File: config.mk
export PLATFORM = sky130hd
export DESIGN_NAME = wb_lsu_stage
export DESIGN_NICKNAME = d
export VERILOG_FILES = /design/src/rtl/wb_lsu_stage_pkg.sv /design/src/rtl/wb_lsu_stage_lsu_load_align.sv /design/src/rtl/wb_lsu_stage.sv
export SDC_FILE = /design/constraint.sdc
export NUM_CORES = 1
export LEC_CHECK = 0
export CORE_UTILIZATION = 28
export DETAILED_ROUTE_END_ITERATION = 16
export REMOVE_ABC_BUFFERS = 1
export SETUP_SLACK_MARGIN = 0.3
export SYNTH_ARGS = -nofsm -noshare
export SYNTH_HDL_FRONTEND = slang
export SYNTH_SLANG_ARGS = --single-unit
File: constraint.sdc
create_clock -name clk -period 7.66 [get_ports clk]
set_input_delay 1.532 -clock clk [delete_from_list [all_inputs] [get_ports clk]]
set_output_delay 1.532 -clock clk [all_outputs]
set_load 0.03 [all_outputs]
File: src/rtl/wb_lsu_stage_pkg.sv
// Shared types and encodings for the writeback / load-store stage.
// Latency: n/a (declarations only).
// Backpressure: n/a.
package wb_pkg;

    typedef enum logic [1:0] {
        ST_IDLE = 2'd0,
        ST_REQ  = 2'd1,
        ST_WAIT = 2'd2
    } state_t;

    // Writeback source select
    localparam logic [1:0] WB_PC4  = 2'b00;
    localparam logic [1:0] WB_ALU  = 2'b01;
    localparam logic [1:0] WB_LOAD = 2'b10;
    localparam logic [1:0] WB_CSR  = 2'b11;

    // Load/store func3 encodings; stores use only the two size bits
    localparam logic [2:0] F3_LB  = 3'b000;
    localparam logic [2:0] F3_LH  = 3'b001;
    localparam logic [2:0] F3_LW  = 3'b010;
    localparam logic [2:0] F3_LD  = 3'b011;
    localparam logic [2:0] F3_LBU = 3'b100;
    localparam logic [2:0] F3_LHU = 3'b101;
    localparam logic [2:0] F3_LWU = 3'b110;

    // Exception causes
    localparam logic [3:0] EXC_LD_MISALIGN = 4'd4;
    localparam logic [3:0] EXC_LD_FAULT    = 4'd5;
    localparam logic [3:0] EXC_ST_MISALIGN = 4'd6;
    localparam logic [3:0] EXC_ST_FAULT    = 4'd7;

    // Natural alignment check for a 1/2/4/8-byte access
    function automatic logic is_misaligned(input logic [1:0] size, input logic [2:0] addr);
        case (size)
            2'b00:   return 1'b0;
            2'b01:   return addr[0];
            2'b10:   return |addr[1:0];
            default: return |addr[2:0];
        endcase
    endfunction

endpackage

File: src/rtl/wb_lsu_stage_lsu_load_align.sv
// Selects the load byte lane by address offset and sign/zero-extends per func3.
// Latency: combinational.
// Backpressure: none.
module lsu_load_align
    import wb_pkg::*;
#(
    parameter int XLEN = 32,
    localparam int OFFW = $clog2(XLEN / 8)
) (
    input  logic [XLEN-1:0] i_rdata,
    input  logic [OFFW-1:0] i_offset,
    input  logic [2:0]      i_func3,
    output logic [XLEN-1:0] o_data
);

    logic [XLEN-1:0] w_shift;

    assign w_shift = i_rdata >> {i_offset, 3'b000};

    // Extend the lane-aligned value to XLEN according to access size and signedness
    always_comb begin
        o_data = w_shift;
        case (i_func3)
            F3_LB:   o_data = XLEN'($signed(w_shift[7:0]));
            F3_LH:   o_data = XLEN'($signed(w_shift[15:0]));
            F3_LW:   o_data = XLEN'($signed(w_shift[31:0]));
            F3_LBU:  o_data = XLEN'(w_shift[7:0]);
            F3_LHU:  o_data = XLEN'(w_shift[15:0]);
            F3_LWU:  o_data = XLEN'(w_shift[31:0]);
            default: o_data = w_shift;
        endcase
    end

endmodule

File: src/rtl/wb_lsu_stage.sv
// Writeback stage with valid/ready load-store unit, alignment, timeout and flush.
// Latency: non-memory op 1 cycle; load 3 cycles with zero-wait memory; misaligned exc 1 cycle.
// Backpressure: in_ready low while a bus access is outstanding (REQ/WAIT).
module wb_lsu_stage
    import wb_pkg::*;
#(
    parameter int XLEN    = 32,
    parameter int TIMEOUT = 16
) (
    input  logic              clk,
    input  logic              rst,
    input  logic              i_in_valid,
    output logic              o_in_ready,
    input  logic              i_flush,
    input  logic              i_mem_wr,
    input  logic              i_mem_read,
    input  logic              i_reg_wr,
    input  logic [4:0]        i_rd,
    input  logic [1:0]        i_wb_sel,
    input  logic [2:0]        i_func3,
    input  logic [XLEN-1:0]   i_alu_o,
    input  logic [XLEN-1:0]   i_pc,
    input  logic [XLEN-1:0]   i_store_data,
    input  logic [XLEN-1:0]   i_csr_rdata,
    output logic              o_mem_req,
    output logic              o_mem_we,
    output logic [XLEN-1:0]   o_mem_addr,
    output logic [XLEN/8-1:0] o_mem_be,
    output logic [XLEN-1:0]   o_mem_wdata,
    input  logic              i_mem_ready,
    input  logic              i_mem_rvalid,
    input  logic [XLEN-1:0]   i_mem_rdata,
    output logic              o_rf_we,
    output logic [4:0]        o_rf_waddr,
    output logic [XLEN-1:0]   o_rf_wdata,
    output logic              o_exc_valid,
    output logic [3:0]        o_exc_cause,
    output logic [XLEN-1:0]   o_exc_tval
);

    localparam int BW   = XLEN / 8;
    localparam int OFFW = $clog2(BW);
    localparam int CNTW = $clog2(TIMEOUT + 1);

    state_t            r_state, w_next;
    logic [XLEN-1:0]   r_addr, r_st_data, r_rf_wdata, r_exc_tval;
    logic [2:0]        r_func3;
    logic [4:0]        r_rd, r_rf_waddr;
    logic [1:0]        r_wb_sel;
    logic              r_reg_wr, r_is_store, r_killed, r_rf_we, r_exc_valid;
    logic [BW-1:0]     r_be;
    logic [CNTW-1:0]   r_cnt;
    logic [3:0]        r_exc_cause;

    logic              w_accept, w_is_mem, w_misalign, w_timeout, w_killed;
    logic [OFFW-1:0]   w_offset;
    logic [BW-1:0]     w_be_base, w_be;
    logic [XLEN-1:0]   w_st_data, w_load_data, w_nonmem_data;

    assign w_accept   = i_in_valid & o_in_ready;
    assign w_is_mem   = i_mem_wr | i_mem_read;
    assign w_misalign = is_misaligned(i_func3[1:0], i_alu_o[2:0]);
    assign w_offset   = i_alu_o[OFFW-1:0];
    assign w_be       = w_be_base << w_offset;
    assign w_st_data  = i_store_data << {w_offset, 3'b000};
    assign w_timeout  = (r_cnt == CNTW'(TIMEOUT - 1));
    // A flush arriving in the completing cycle still kills that op
    assign w_killed   = r_killed | i_flush;

    // Byte-enable pattern for the access size, before lane shift
    always_comb begin
        case (i_func3[1:0])
            2'b00:   w_be_base = BW'(1);
            2'b01:   w_be_base = BW'(2'b11);
            2'b10:   w_be_base = BW'(4'hF);
            default: w_be_base = '1;
        endcase
    end

    // Writeback value for ops that do not touch memory
    always_comb begin
        case (i_wb_sel)
            WB_PC4:  w_nonmem_data = i_pc + XLEN'(4);
            WB_ALU:  w_nonmem_data = i_alu_o;
            WB_CSR:  w_nonmem_data = i_csr_rdata;
            default: w_nonmem_data = '0;
        endcase
    end

    lsu_load_align #(.XLEN(XLEN)) u_load_align (
        .i_rdata  (i_mem_rdata),
        .i_offset (r_addr[OFFW-1:0]),
        .i_func3  (r_func3),
        .o_data   (w_load_data)
    );

    // FSM state register
    always_ff @(posedge clk or posedge rst) begin
        if (rst) r_state <= ST_IDLE;
        else     r_state <= w_next;
    end

    // FSM next state; a completed handshake takes priority over timeout
    always_comb begin
        w_next = r_state;
        case (r_state)
            ST_IDLE: if (w_accept && w_is_mem && !w_misalign) w_next = ST_REQ;
            ST_REQ: begin
                if (i_mem_ready)    w_next = r_is_store ? ST_IDLE : ST_WAIT;
                else if (w_timeout) w_next = ST_IDLE;
            end
            ST_WAIT: if (i_mem_rvalid || w_timeout) w_next = ST_IDLE;
            default: w_next = ST_IDLE;
        endcase
    end

    // FSM outputs: bus request strobes and upstream ready
    always_comb begin
        o_in_ready = (r_state == ST_IDLE);
        o_mem_req  = (r_state == ST_REQ);
        o_mem_we   = (r_state == ST_REQ) && r_is_store;
    end

    assign o_mem_addr  = {r_addr[XLEN-1:OFFW], {OFFW{1'b0}}};
    assign o_mem_be    = r_be;
    assign o_mem_wdata = r_st_data;
    assign o_rf_we     = r_rf_we;
    assign o_rf_waddr  = r_rf_waddr;
    assign o_rf_wdata  = r_rf_wdata;
    assign o_exc_valid = r_exc_valid;
    assign o_exc_cause = r_exc_cause;
    assign o_exc_tval  = r_exc_tval;

    // Op latching, timeout counter, kill flag and registered writeback/exception pulses
    always_ff @(posedge clk or posedge rst) begin
        if (rst) begin
            r_addr <= '0; r_st_data <= '0; r_be <= '0; r_func3 <= '0;
            r_rd <= '0; r_wb_sel <= '0; r_reg_wr <= 1'b0; r_is_store <= 1'b0;
            r_killed <= 1'b0; r_cnt <= '0;
            r_rf_we <= 1'b0; r_rf_waddr <= '0; r_rf_wdata <= '0;
            r_exc_valid <= 1'b0; r_exc_cause <= '0; r_exc_tval <= '0;
        end else begin
            r_rf_we     <= 1'b0;
            r_exc_valid <= 1'b0;
            case (r_state)
                ST_IDLE: if (w_accept) begin
                    if (w_is_mem) begin
                        r_addr     <= i_alu_o;
                        r_st_data  <= w_st_data;
                        r_be       <= w_be;
                        r_func3    <= i_func3;
                        r_rd       <= i_rd;
                        r_wb_sel   <= i_wb_sel;
                        r_reg_wr   <= i_reg_wr;
                        r_is_store <= i_mem_wr;
                        r_killed   <= i_flush;
                        r_cnt      <= '0;
                        if (w_misalign) begin
                            r_exc_valid <= !i_flush;
                            r_exc_cause <= i_mem_wr ? EXC_ST_MISALIGN : EXC_LD_MISALIGN;
                            r_exc_tval  <= i_alu_o;
                        end
                    end else begin
                        r_rf_we    <= i_reg_wr && (i_rd != 5'd0) && !i_flush;
                        r_rf_waddr <= i_rd;
                        r_rf_wdata <= w_nonmem_data;
                    end
                end
                ST_REQ, ST_WAIT: begin
                    r_cnt    <= r_cnt + CNTW'(1);
                    r_killed <= w_killed;
                    if (r_state == ST_WAIT && i_mem_rvalid) begin
                        // Load data is written only when the op selected it as its result
                        r_rf_we    <= r_reg_wr && (r_rd != 5'd0) && !w_killed && (r_wb_sel == WB_LOAD);
                        r_rf_waddr <= r_rd;
                        r_rf_wdata <= w_load_data;
                    end else if (!(r_state == ST_REQ && i_mem_ready) && w_timeout) begin
                        r_exc_valid <= !w_killed;
                        r_exc_cause <= r_is_store ? EXC_ST_FAULT : EXC_LD_FAULT;
                        r_exc_tval  <= r_addr;
                    end
                end
                default: ;
            endcase
        end
    end

endmodule

==> metrics.csv <==
metric;value;unit
drc;0;
p_clk_share;15.3;%
synth-seq-cells;162;
first_pass_iters;4;
core_area;33400;sq um
clockBufferDepth;2;
ios;325;
synth_cell_types;74;
post_drt_wl_per_cell;20.1;microns
grt_pass1_wl;50800;microns
ys_warn_count;0;
endpoint_kind;register;
min_to;o_exc_cause[2];
cts_tree;yes;
synth_edf_count;0;
area_growth;42.0;%
finalSetupViolCount;0;
insertion_delay;0.45;ns
fin_util;40.3;%
drive_above_1_share;9.75;%
power.internal;3190;uW
cts-resized-gates;0;
layout_worst_path_cycle_share;48.1;%
worst_pin_slew;1.33;ns
period_needed;3.69;ns
grt_pass1_vias;8230;
ff2ff_setup_slack;4.47;ns
cts_buffers;17;
die_h;186;microns
grt_overflow;0;
drv_slew;0;
synth.avg_cell_area;9.51;sq um
stdcell_area;13500;sq um
cp_max_fo;45;
fillCellCount;3314;
final_cells;1719;
switchingPower;2690;uW
slew_headroom;10.6;%
maxCapViolCount;0;
die_w;186;microns
cts_max_level;4;
crit_arrival;4.06;ns
hold_depth;1;
grt_max_degree;94;
hold_ws;0.473;ns
switching_share;45.8;%
start_kind;primary input;
timing.rr.start;r_state[0];
netlist_area;9490;sq um
syn_inst;998;
post_cts_buffers;0;
setup_tns;0;ns
hp-start;o_exc_cause[2];
timing.rr.end;o_rf_wdata[19];
power_leakage;0.00543;uW
clock_sinks;162;
max_freq;0.271;GHz
hold_path_class;reg -> reg;
synth_top_cell_area_share;42.7;%
gp_congestion;0.916;
final_hold_viol_count;0;
dp_hpwl;25500;microns
portBuffers;321;
initial_core_util;28.4;%
antenna_found_initial;9;
pwr-share-seq;26.6;%
drtIter0Drc;487;
nets;1436;
crit_required;8.03;ns
p_comb_share;58.1;%
seq_area_frac_synth;42.7;%
ir_worst_vdd;0.216;mV
vias;8495;
finalClockSkew;0.0129;ns
grt_use_total;19.9;%
antenna_left;0;
p_per_area;437;nW/um^2
cts-root-buf;clkbuf_16;
synthArstFlopShare;100;%
postPlaceCellArea;12800;sq um
drt-total-wl;34500;microns
rsz0062_at_grt;false;
yosys.area.top_type;dfrtp_1;
die_area;34600;sq um
dp_cells;1678;
status;complete, no violations;
synth.area.top_cells;dfrtp_1, mux2i_1, mux2_2, nand2_1, o21ai_0;
row_count;67;
clk_pin_slew;0.07;ns
worst_r2r_path_depth;6;
viasPerCell;4.94;
synthFlopType;dfrtp_1;
postCtsHoldBufs;0;
critPathKind;in -> reg;
layout by cell type (no fill, tap or decap), types with 14 or more instances in the layout:
master,instances
a21oi_1,41
o31ai_1,16
nor2_1,53
mux2i_1,87
clkdlybuf4s50_1,319
nor3_1,18
nor2b_1,16
mux2_2,60
o21ai_0,84
clkbuf_16,17
nand2_1,125
buf_4,14
a211oi_1,21
nand3_1,21
dfrtp_1,162
o21ai_1,18
worst max-delay path: stages:
cell             delay, ns
clkdlybuf4s50_1       0.55
or3b_1                0.43
a221o_2               0.35
buf_4                 0.27
a2111oi_0             0.71
a21oi_1               0.09
o21ai_1               0.10
kinds of logic (layout without fill, tap and decap cells):
| family | Yosys count | after routing | share of synthesized area (%) |
|---|---|---|---|
| AOI/OAI and AO/OA | 251 | 251 | 16.6 |
| xor gates and xnor gates | 17 | 17 | 1.57 |
| adders and majority gates | 8 | 8 | 1.06 |
| buffers and inverters | 115 | 376 | 6.24 |
| DFF | 162 | 162 | 42.7 |
| muxes | 151 | 151 | 16.9 |
| other | 1 | 13 | 0.0395 |
| and+or+nand+nor | 293 | 293 | 14.8 |
cells in the mapped netlist (6+ instances only):
library cell,n
o21ai_0,84
buf_2,11
a31oi_1,10
o21ai_1,18
a21oi_1,41
a211oi_1,21
mux2i_1,87
o31a_1,6
nand2b_1,10
nand3_1,21
buf_4,34
nand2_1,125
o211ai_1,10
ha_1,8
nand4_1,8
nor2b_1,16
xnor2_1,12
a221oi_1,6
inv_1,8
nor4_1,12
nor2_1,53
o31ai_1,16
nor3_1,18
buf_1,10
dfrtp_1,162
clkbuf_1,48
mux2_2,60
layout make-up:
class                           instances  area, sq um  area share [%]
Clock inverter                         12          159            1.18
Timing Repair Buffer                  335         3310            24.6
Inverter                               10         42.5           0.316
Multi-Input combinational cell        723         4880            36.2
Antenna cell                           10         25.0           0.186
Clock buffer                           19          443            3.29
Sequential cell                       162         4050            30.1
Tap cell                              448          561            4.16
power by group through the flow:
stage	Sequential (uW)	Clock (uW)	Combinational, uW
final	1560	902	3420
after global routing	1610	966	3670
after CTS	1560	930	3440
after detailed placement	1570	0	3430
after global placement	1560	0	3400
after floorplan	2210	0	1410
sequential cells by signal (all words and copies together), names as in the netlist:
register and flops:
o_exc_tval 32, o_mem_wdata 32, o_rf_wdata 32, r_addr 32, o_rf_waddr 5, r_cnt 5
r_rd 5, o_mem_be 4, o_exc_cause 3, r_func3 3, r_state 2, r_wb_sel 2
o_exc_valid 1, o_rf_we 1, r_is_store 1, r_killed 1, r_reg_wr 1
routing by layer:
layer / share of wire [%] / GRT usage (%)
met2: 48 / 31.3
met4: 2.3 / 7.84
met3: 6.4 / 5.07
met1: 44 / 25.9
met5: 0.038 / 0
through the flow:
| stage | total power [uW] | setup WS [ns] |
|---|---|---|
| 6_report | 5880 | 3.97 |
| 4_1_cts | 5940 | 3.93 |
| 3_5_place_dp | 5010 | 3.45 |
| 3_3_place_gp | 4960 | 3.58 |
| 5_1_grt | 6250 | 3.76 |
| 2_1_floorplan | 3620 | 0.983 |
how the worst max path moves through the flow:
stage | start | end | slack [ns]
after floorplan | i_mem_wr | r_state[0] | 0.98
after global placement | i_in_valid | o_rf_wdata[5] | 3.58
after detailed placement | i_in_valid | o_rf_wdata[5] | 3.45
after CTS | i_in_valid | o_rf_wdata[5] | 3.93
after global routing | i_in_valid | o_rf_wdata[5] | 3.76
final | i_in_valid | o_rf_wdata[5] | 3.97
(Power assumes the default switching activity.)
